===== config.mk =====
export PLATFORM = sky130hd
export DESIGN_NAME = decode_queue
export DESIGN_NICKNAME = d
export VERILOG_FILES = /design/src/rtl/decode_pkg.sv /design/src/rtl/decode_lane.sv /design/src/rtl/decode_queue.sv
export SDC_FILE = /design/constraint.sdc
export NUM_CORES = 1
export LEC_CHECK = 0
export ABC_AREA = 1
export BUFFER_PORTS_ARGS = -buffer_cell sky130_fd_sc_hd__buf_2
export CORE_MARGIN = 5
export CORE_UTILIZATION = 25
export CTS_CLUSTER_DIAMETER = 150
export DETAILED_ROUTE_END_ITERATION = 8
export SLEW_MARGIN = 10
export SYNTH_ARGS = -nofsm -noshare
export SYNTH_HDL_FRONTEND = slang
export SYNTH_SLANG_ARGS = --single-unit

===== constraint.sdc =====
create_clock -name clk -period 16.6 [get_ports clk]
set_clock_uncertainty 0.05 [all_clocks]
set_input_delay 3.32 -clock clk [delete_from_list [all_inputs] [get_ports clk]]
set_output_delay 3.32 -clock clk [all_outputs]
set_load 0.02 [all_outputs]

===== src/rtl/decode_pkg.sv =====
// rtl/decode_pkg.sv - MIPS opcode/funct constants, dispatch station enum and decoded uop layout
package decode_pkg;

  localparam logic [5:0] OP_SPECIAL = 6'h00;
  localparam logic [5:0] OP_BEQ     = 6'h04;
  localparam logic [5:0] OP_ADDIU   = 6'h09;
  localparam logic [5:0] OP_ANDI    = 6'h0C;
  localparam logic [5:0] OP_LW      = 6'h23;
  localparam logic [5:0] OP_SW      = 6'h2B;

  localparam logic [5:0] FN_MFHI = 6'h10;
  localparam logic [5:0] FN_MFLO = 6'h12;
  localparam logic [5:0] FN_DIV  = 6'h1A;
  localparam logic [5:0] FN_ADDU = 6'h21;
  localparam logic [5:0] FN_AND  = 6'h24;

  typedef enum logic [3:0] {
    STN_NONE   = 4'd0,
    STN_INT    = 4'd1,
    STN_MULDIV = 4'd2,
    STN_BRANCH = 4'd3,
    STN_MEM    = 4'd4
  } rs_station_e;

  // operation holds the opcode for I-type and the funct for SPECIAL (R-type) words.
  typedef struct packed {
    logic [5:0]  operation;
    rs_station_e rs_station;
    logic [5:0]  alu_fn;
    logic [4:0]  rs1;
    logic [4:0]  rs2;
    logic [4:0]  rd;
    logic        has_rs1;
    logic        has_rs2;
    logic        has_rd;
    logic [15:0] imm;
    logic        illegal;
  } uop_t;

  localparam int UOP_W = $bits(uop_t);
  // illegal is the last struct member, so it lands on bit 0 of a flattened uop.
  localparam int UOP_ILLEGAL_BIT = 0;

endpackage


===== src/rtl/decode_lane.sv =====
// rtl/decode_lane.sv - combinational decode of one 32-bit MIPS word into a uop
module decode_lane
  import decode_pkg::*;
(
  input  logic [31:0]      instr,
  output logic [UOP_W-1:0] uop
);

  logic [5:0] opcode;
  logic [5:0] funct;
  logic [4:0] rs;
  logic [4:0] rt;
  logic [4:0] rdf;
  uop_t       d;

  assign opcode = instr[31:26];
  assign funct  = instr[5:0];
  assign rs     = instr[25:21];
  assign rt     = instr[20:16];
  assign rdf    = instr[15:11];
  assign uop    = d;

  always_comb begin
    d = '0;
    case (opcode)
      OP_ADDIU, OP_ANDI, OP_LW: begin
        d.operation  = opcode;
        d.rs_station = (opcode == OP_LW) ? STN_MEM : STN_INT;
        d.alu_fn     = (opcode == OP_ANDI) ? 6'd2 : 6'd0;
        d.rs1        = rs;
        d.has_rs1    = 1'b1;
        d.rd         = rt;
        d.has_rd     = 1'b1;
        d.imm        = instr[15:0];
      end
      OP_BEQ, OP_SW: begin
        d.operation  = opcode;
        d.rs_station = (opcode == OP_SW) ? STN_MEM : STN_BRANCH;
        d.alu_fn     = (opcode == OP_SW) ? 6'd1 : 6'd3;
        d.rs1        = rs;
        d.has_rs1    = 1'b1;
        d.rs2        = rt;
        d.has_rs2    = 1'b1;
        d.imm        = instr[15:0];
      end
      OP_SPECIAL: begin
        case (funct)
          FN_ADDU, FN_AND: begin
            d.operation  = funct;
            d.rs_station = STN_INT;
            d.alu_fn     = (funct == FN_AND) ? 6'd1 : 6'd0;
            d.rs1        = rs;
            d.has_rs1    = 1'b1;
            d.rs2        = rt;
            d.has_rs2    = 1'b1;
            d.rd         = rdf;
            d.has_rd     = 1'b1;
          end
          FN_DIV: begin
            d.operation  = funct;
            d.rs_station = STN_MULDIV;
            d.rs1        = rs;
            d.has_rs1    = 1'b1;
            d.rs2        = rt;
            d.has_rs2    = 1'b1;
          end
          FN_MFHI, FN_MFLO: begin
            d.operation  = funct;
            d.rs_station = STN_MULDIV;
            d.alu_fn     = (funct == FN_MFLO) ? 6'd2 : 6'd1;
            d.rd         = rdf;
            d.has_rd     = 1'b1;
          end
          default: d.illegal = 1'b1;
        endcase
      end
      default: d.illegal = 1'b1;
    endcase
  end

endmodule


===== src/rtl/decode_queue.sv =====
// rtl/decode_queue.sv - circular fetch queue with WIDTH in-order decode/dispatch lanes
// Optional DECODE_ILLEGAL_STALL_EN: freeze output after an illegal instruction is accepted.
module decode_queue
  import decode_pkg::*;
#(
  parameter int WIDTH = 2,
  parameter int DEPTH = 8,
  parameter int PC_W  = 32
) (
  input  logic                     clk,
  input  logic                     rst_n,
  input  logic                     flush,
  input  logic                     in_valid,
  output logic                     in_ready,
  input  logic [31:0]              in_instr,
  input  logic [PC_W-1:0]          in_pc,
  output logic [WIDTH-1:0]         out_valid,
  input  logic [WIDTH-1:0]         out_ready,
  output logic [WIDTH*PC_W-1:0]    out_pc,
  output logic [WIDTH*UOP_W-1:0]   out_uop,
  output logic [$clog2(DEPTH):0]   count
);

  localparam int AW = $clog2(DEPTH);
  localparam int CW = AW + 1;

  logic [31:0]     mem_instr [DEPTH];
  logic [PC_W-1:0] mem_pc    [DEPTH];
  logic [AW-1:0]   head;
  logic [AW-1:0]   tail;
  logic [CW-1:0]   count_q;
  logic [CW-1:0]   deq;
  logic [WIDTH-1:0] lane_present;
  logic            enq;
  logic            go;

  assign count    = count_q;
  assign in_ready = (count_q < CW'(DEPTH));
  assign enq      = in_valid && in_ready;

  for (genvar i = 0; i < WIDTH; i++) begin : g_lane
    logic [AW-1:0] idx;
    assign idx             = head + AW'(i);
    assign lane_present[i] = (count_q > CW'(i));
    assign out_pc[i*PC_W +: PC_W] = mem_pc[idx];
    decode_lane u_dec (
      .instr (mem_instr[idx]),
      .uop   (out_uop[i*UOP_W +: UOP_W])
    );
  end

`ifdef DECODE_ILLEGAL_STALL_EN
  logic [WIDTH-1:0] lane_illegal;
  logic             stalled;
  logic             stall_set;
  logic             blocked;

  for (genvar i = 0; i < WIDTH; i++) begin : g_ill
    assign lane_illegal[i] = out_uop[i*UOP_W + UOP_ILLEGAL_BIT];
  end

  // An illegal lane is still shown, but nothing younger than it is.
  always_comb begin
    out_valid = '0;
    blocked   = stalled;
    for (int i = 0; i < WIDTH; i++) begin
      out_valid[i] = lane_present[i] && !blocked;
      if (lane_present[i] && lane_illegal[i]) blocked = 1'b1;
    end
  end

  always_ff @(posedge clk or negedge rst_n) begin
    if (!rst_n)         stalled <= 1'b0;
    else if (flush)     stalled <= 1'b0;
    else if (stall_set) stalled <= 1'b1;
  end
`else
  assign out_valid = lane_present;
`endif

  always_comb begin
    deq = '0;
    go  = 1'b1;
`ifdef DECODE_ILLEGAL_STALL_EN
    stall_set = 1'b0;
`endif
    for (int i = 0; i < WIDTH; i++) begin
      if (go && out_valid[i] && out_ready[i]) begin
        deq = deq + CW'(1);
`ifdef DECODE_ILLEGAL_STALL_EN
        if (lane_illegal[i]) stall_set = 1'b1;
`endif
      end else begin
        go = 1'b0;
      end
    end
  end

  always_ff @(posedge clk or negedge rst_n) begin
    if (!rst_n) begin
      head    <= '0;
      tail    <= '0;
      count_q <= '0;
    end else if (flush) begin
      head    <= '0;
      tail    <= '0;
      count_q <= '0;
    end else begin
      if (enq) tail <= tail + AW'(1);
      head    <= head + deq[AW-1:0];
      count_q <= count_q + CW'(enq) - deq;
    end
  end

  always_ff @(posedge clk) begin
    if (enq && !flush) begin
      mem_instr[tail] <= in_instr;
      mem_pc[tail]    <= in_pc;
    end
  end

endmodule


==> results.md <==
Floorplanning:
- The overall die width is 340 um.
- The initialized floorplan defines between 100 and 150 standard-cell rows.
- The core box area is 109000 sq um.
- The number of placed I/O pins is 243.
- The die area is about 120000 sq um.
- The die is 340 um tall.
- The initial core utilization is 25.1%.

Detailed routing:
- For this block, the initial DRC count from the detailed router was 2084.
- The total wire length is 86100 um.
- For this run, design rule violations remaining after detail routing come to 0.
- The routed wire length per instance is roughly 19 um.
- Once detail routing completed, the nets flagged for antenna violations numbered 0.
- The vias after detailed routing is 21.9k.
- Using the TritonRoute via totals, the vias-per-cell ratio works out to 4.75.
- The first-pass detailed-route iteration total is 8.

Timing:
- Setup violations remaining at the end of the flow were counted as 0.
- For this run, the top clock speed supported by timing is 116 MHz.
- Setup repair after global routing left no endpoint under its margin.
- The count of final hold-check violations came to 0.
- The worst pin sits at a relative slew slack of 20.9%.
- The part of the cycle the worst path needs is 51.8%.
- On the final layout, the worst hold slack is 0.545 ns.
- The time the worst path needs with I/O delays and setup is approximately 8.6 ns.
- At the pin with the least slew margin, the transition time is 1.19 ns.
- Adding up every negative setup slack in the final design gives 0 ns.
- The max-slew violation total from the final report is 0.

Setup path:
- The cell with the largest stage delay on the worst path is sky130_fd_sc_hd__dfrtp_4.
- STA puts the critical path data arrival time at 5.23 ns.
- Of all nets on the critical path, the largest fanout is 85.
- The origin of the critical flop-to-flop path is head[1]$_DFF_PN0_.
- Traced cell by cell, the critical path runs through ha_4, inv_4, buf_4, o211ai_1, nand3_1, o21ai_1, nor2_2, nand2_2, nand2_1, nand2_1, nand2_1, buf_2.
- The largest single stage delay on the critical path is 0.96 ns.
- The number of cells on the worst reg-to-reg path is 6.
- For flop-to-flop paths, the worst setup slack is 13.25 ns.
- The library cell appearing most often on the critical path is sky130_fd_sc_hd__nand2_1.
- The worst setup path is captured at an output pin.
- The endpoint identified for the worst register-to-register timing path is head[2]$_DFF_PN0_.
- The class of the most critical setup path is reg -> out.
- The category of the worst setup path launch point is a flop.
- The worst path required time is 13.23 ns.

Hold path:
- The worst min-delay path startpoint is tail[0]$_DFFE_PN0P_.
- The worst min-delay path endpoint is tail[0]$_DFFE_PN0P_.
- Along the worst hold path, the cell count comes to 2.
- The worst min-delay path class is reg -> reg.

Clock tree:
- Gates resized during post-CTS repair numbered 0.
- In this run the clock root is driven by a sky130_fd_sc_hd__clkbuf_16.
- Buffers inserted to repair hold after CTS numbered 0.
- Counting every sink on the clock net gives 522.
- The insertion delay of the later-clocked pin in the worst-skew pair is around 0.62 ns.
- Clock-pin slew was measured on the worst setup and hold paths at 0.06 ns.
- The buffer count from post-CTS setup fixing is 0.
- No sink is reached through more buffers than the 3 on the longest clock path.
- In this run the number of H-tree levels came out at 2.
- TritonCTS built the clock tree.
- The number of buffers created by CTS is 61.

Cells and area:
- The area growth from synthesis to layout is 15.1%.
- Leaving out filler cells and counting taps, the final layout contains 4605.
- Leaving out fill and tap cells, the most frequent cells in the layout are sky130_fd_sc_hd__nand2_1, sky130_fd_sc_hd__edfxtp_1, sky130_fd_sc_hd__o21ai_0.
- In the final design database the tool counted 3221 nets.
- The most frequent standard cell in the layout excluding fill and tap cells is sky130_fd_sc_hd__nand2_1.
- The fraction of layout instances using a drive strength above 1 is a little over an eighth.

Synth:
- The total standard cell area after synthesis is 27200 sq um.
- The Yosys step of the flow raised 0 warnings.
- The cell taking the most area after synthesis is sky130_fd_sc_hd__edfxtp_1.
- Sorting the synthesized cells by area gives the leading types as sky130_fd_sc_hd__edfxtp_1, sky130_fd_sc_hd__nand2_1, sky130_fd_sc_hd__o21ai_0, sky130_fd_sc_hd__nand3_1, sky130_fd_sc_hd__a21oi_1.
- The netlist uses 43 different library cells.
- The number of cells produced by synthesis is 3019.
- The average size of a mapped cell is around 9 sq um.
- The proportion of netlist area held by the largest area contributor is a little under three fifths.
- Counting flops and latches in the post-synthesis netlist gives between 500 and 600.
- After synthesis, flip-flops and latches occupy 57.4% of the total area.

Placement:
- The placed instance count is around 4.5k.
- The congestion estimate from routability-driven global placement came to 0.826.
- In this run the tool buffered the top-level ports with about 230 buffer cells.
- Once detailed placement completed, the half-perimeter wirelength came to just over 50000 um.

Pwr:
- Power spread over the standard cell area amounts to about 180 nW/um^2.
- In this run switching power makes up a little under half of total power.
- The clock network accounts for 23.9% of the total power.
- Per report_power, the combinational group accounts for 48.4% of the total.
- Internal power comes to 3010 uW.
- Sequential cells account for 27.6% of the total power.
- The analysis attributes to cell leakage a power of 0.0124 uW.
- The power spent charging and discharging nets is 2530 uW.
- The worst-case IR drop observed on VDD is around 0.12 mV.

Global routing:
- The pin count of the biggest net entering global routing is 160.
- For this run the aggregate overflow at the end of global routing stands at 0.
- The number of antenna violations at the first check in global routing was 14.
- The number of global-route vias before repair was 20.5k.
- The overall track demand over capacity in global routing is between 10 and 15%.
- The first global-routing pass estimated 127000 um of wire.

Status:
- The flow ran to the end, and the final reports show no timing, DRC or antenna violations.

Flow run:
- The tool flagged a number of max-cap violations equal to 0.
==> sequential cells by signal, summed over array words and instances (netlist names) <==
| register | cells |
|---|---|
| count | 4 |
| head | 3 |
| mem_instr | 256 |
| mem_pc | 256 |
| tail | 3 |
==> metal layers <==
layer | global-route usage, % | routed length (um) | part of all wire [%]
met1 | 17.7 | 35500 | 41
met3 | 3.11 | 6210 | 7.2
met2 | 24.6 | 41600 | 48
met5 | 0 | 52 | 0.060
met4 | 4.47 | 2730 | 3.2
==> power groups by stage <==
stage	clock network, uW	logic [uW]	registers, uW
2_1_floorplan	0	1860	1540
5_1_grt	1420	2960	1540
6_report	1320	2680	1530
4_1_cts	1360	2700	1530
3_3_place_gp	0	2660	1560
3_5_place_dp	0	2690	1560
==> worst max-delay path, delay by kind of cell, from the launching register on <==
kind	cells	cell delay, ns
fa+ha+maj	1	0.40
buf+inv	3	1.60
compound gates	2	0.41
simple gates	6	1.18
flops	1	0.96
==> logic make-up after synthesis <==
kind of cell	after synthesis	share of synthesized area, %
compound gates	757	14.7
xor+xnor	3	0.193
fa+ha+maj	12	0.606
buf+inv	491	8.06
flops	522	57.4
other cells	1	0.0138
simple gates	1233	19.0
==> layout make-up <==
class	instances	area (sq um)
Clock buffer	83	1630
Inverter	272	1040
Clock inverter	27	320
Multi-Input combinational cell	2015	9540
Sequential cell	522	15600
Antenna cell	5	12.5
Tap cell	1414	1770
Timing Repair Buffer	267	1420
Fill cell	11336	77200
==> Yosys cell counts, drive strengths merged <==
cell type,count
and3,2
edfxtp,512
a31oi,71
and2,1
clkbuf,84
nand2,669
nor3,3
o211ai,39
o22ai,7
buf,135
o21ai,384
nand3b,12
inv,271
a32o,1
a32oi,5
or2,1
ha,10
nand4,3
xor2,2
a21o,1
nand3,267
a21oi,248
nor2,275
fa,2
conb,1
dfrtp,10
clkinv,1
xnor2,1
a211oi,1
==> metrics by stage <==
stage | power, uW | util, % | setup WS [ns] | instance area [sq um]
floorplan | 3400 | - | 7.96 | 27300
global placement | 4220 | 27.1 | 8.64 | 29400
detailed placement | 4240 | 27.1 | 8.61 | 29400
CTS | 5590 | 28.9 | 7.91 | 31400
global route | 5910 | 28.9 | 7.53 | 31400
finish | 5530 | 28.9 | 8.00 | 31400
==> how the worst max path moves through the flow <==
stage                            startpoint                         to  slack (ns)
final                     head[0]$_DFF_PN0_                out_uop[69]        8.00
after global routing      head[0]$_DFF_PN0_                out_uop[79]        7.53
after CTS                 head[2]$_DFF_PN0_                out_uop[57]        7.91
after detailed placement  head[2]$_DFF_PN0_                out_uop[57]        8.61
after global placement    head[0]$_DFF_PN0_                out_uop[69]        8.64
after floorplan                    in_valid  mem_instr[6][0]$_DFFE_PP_        7.96
(Power assumes the default switching activity.)
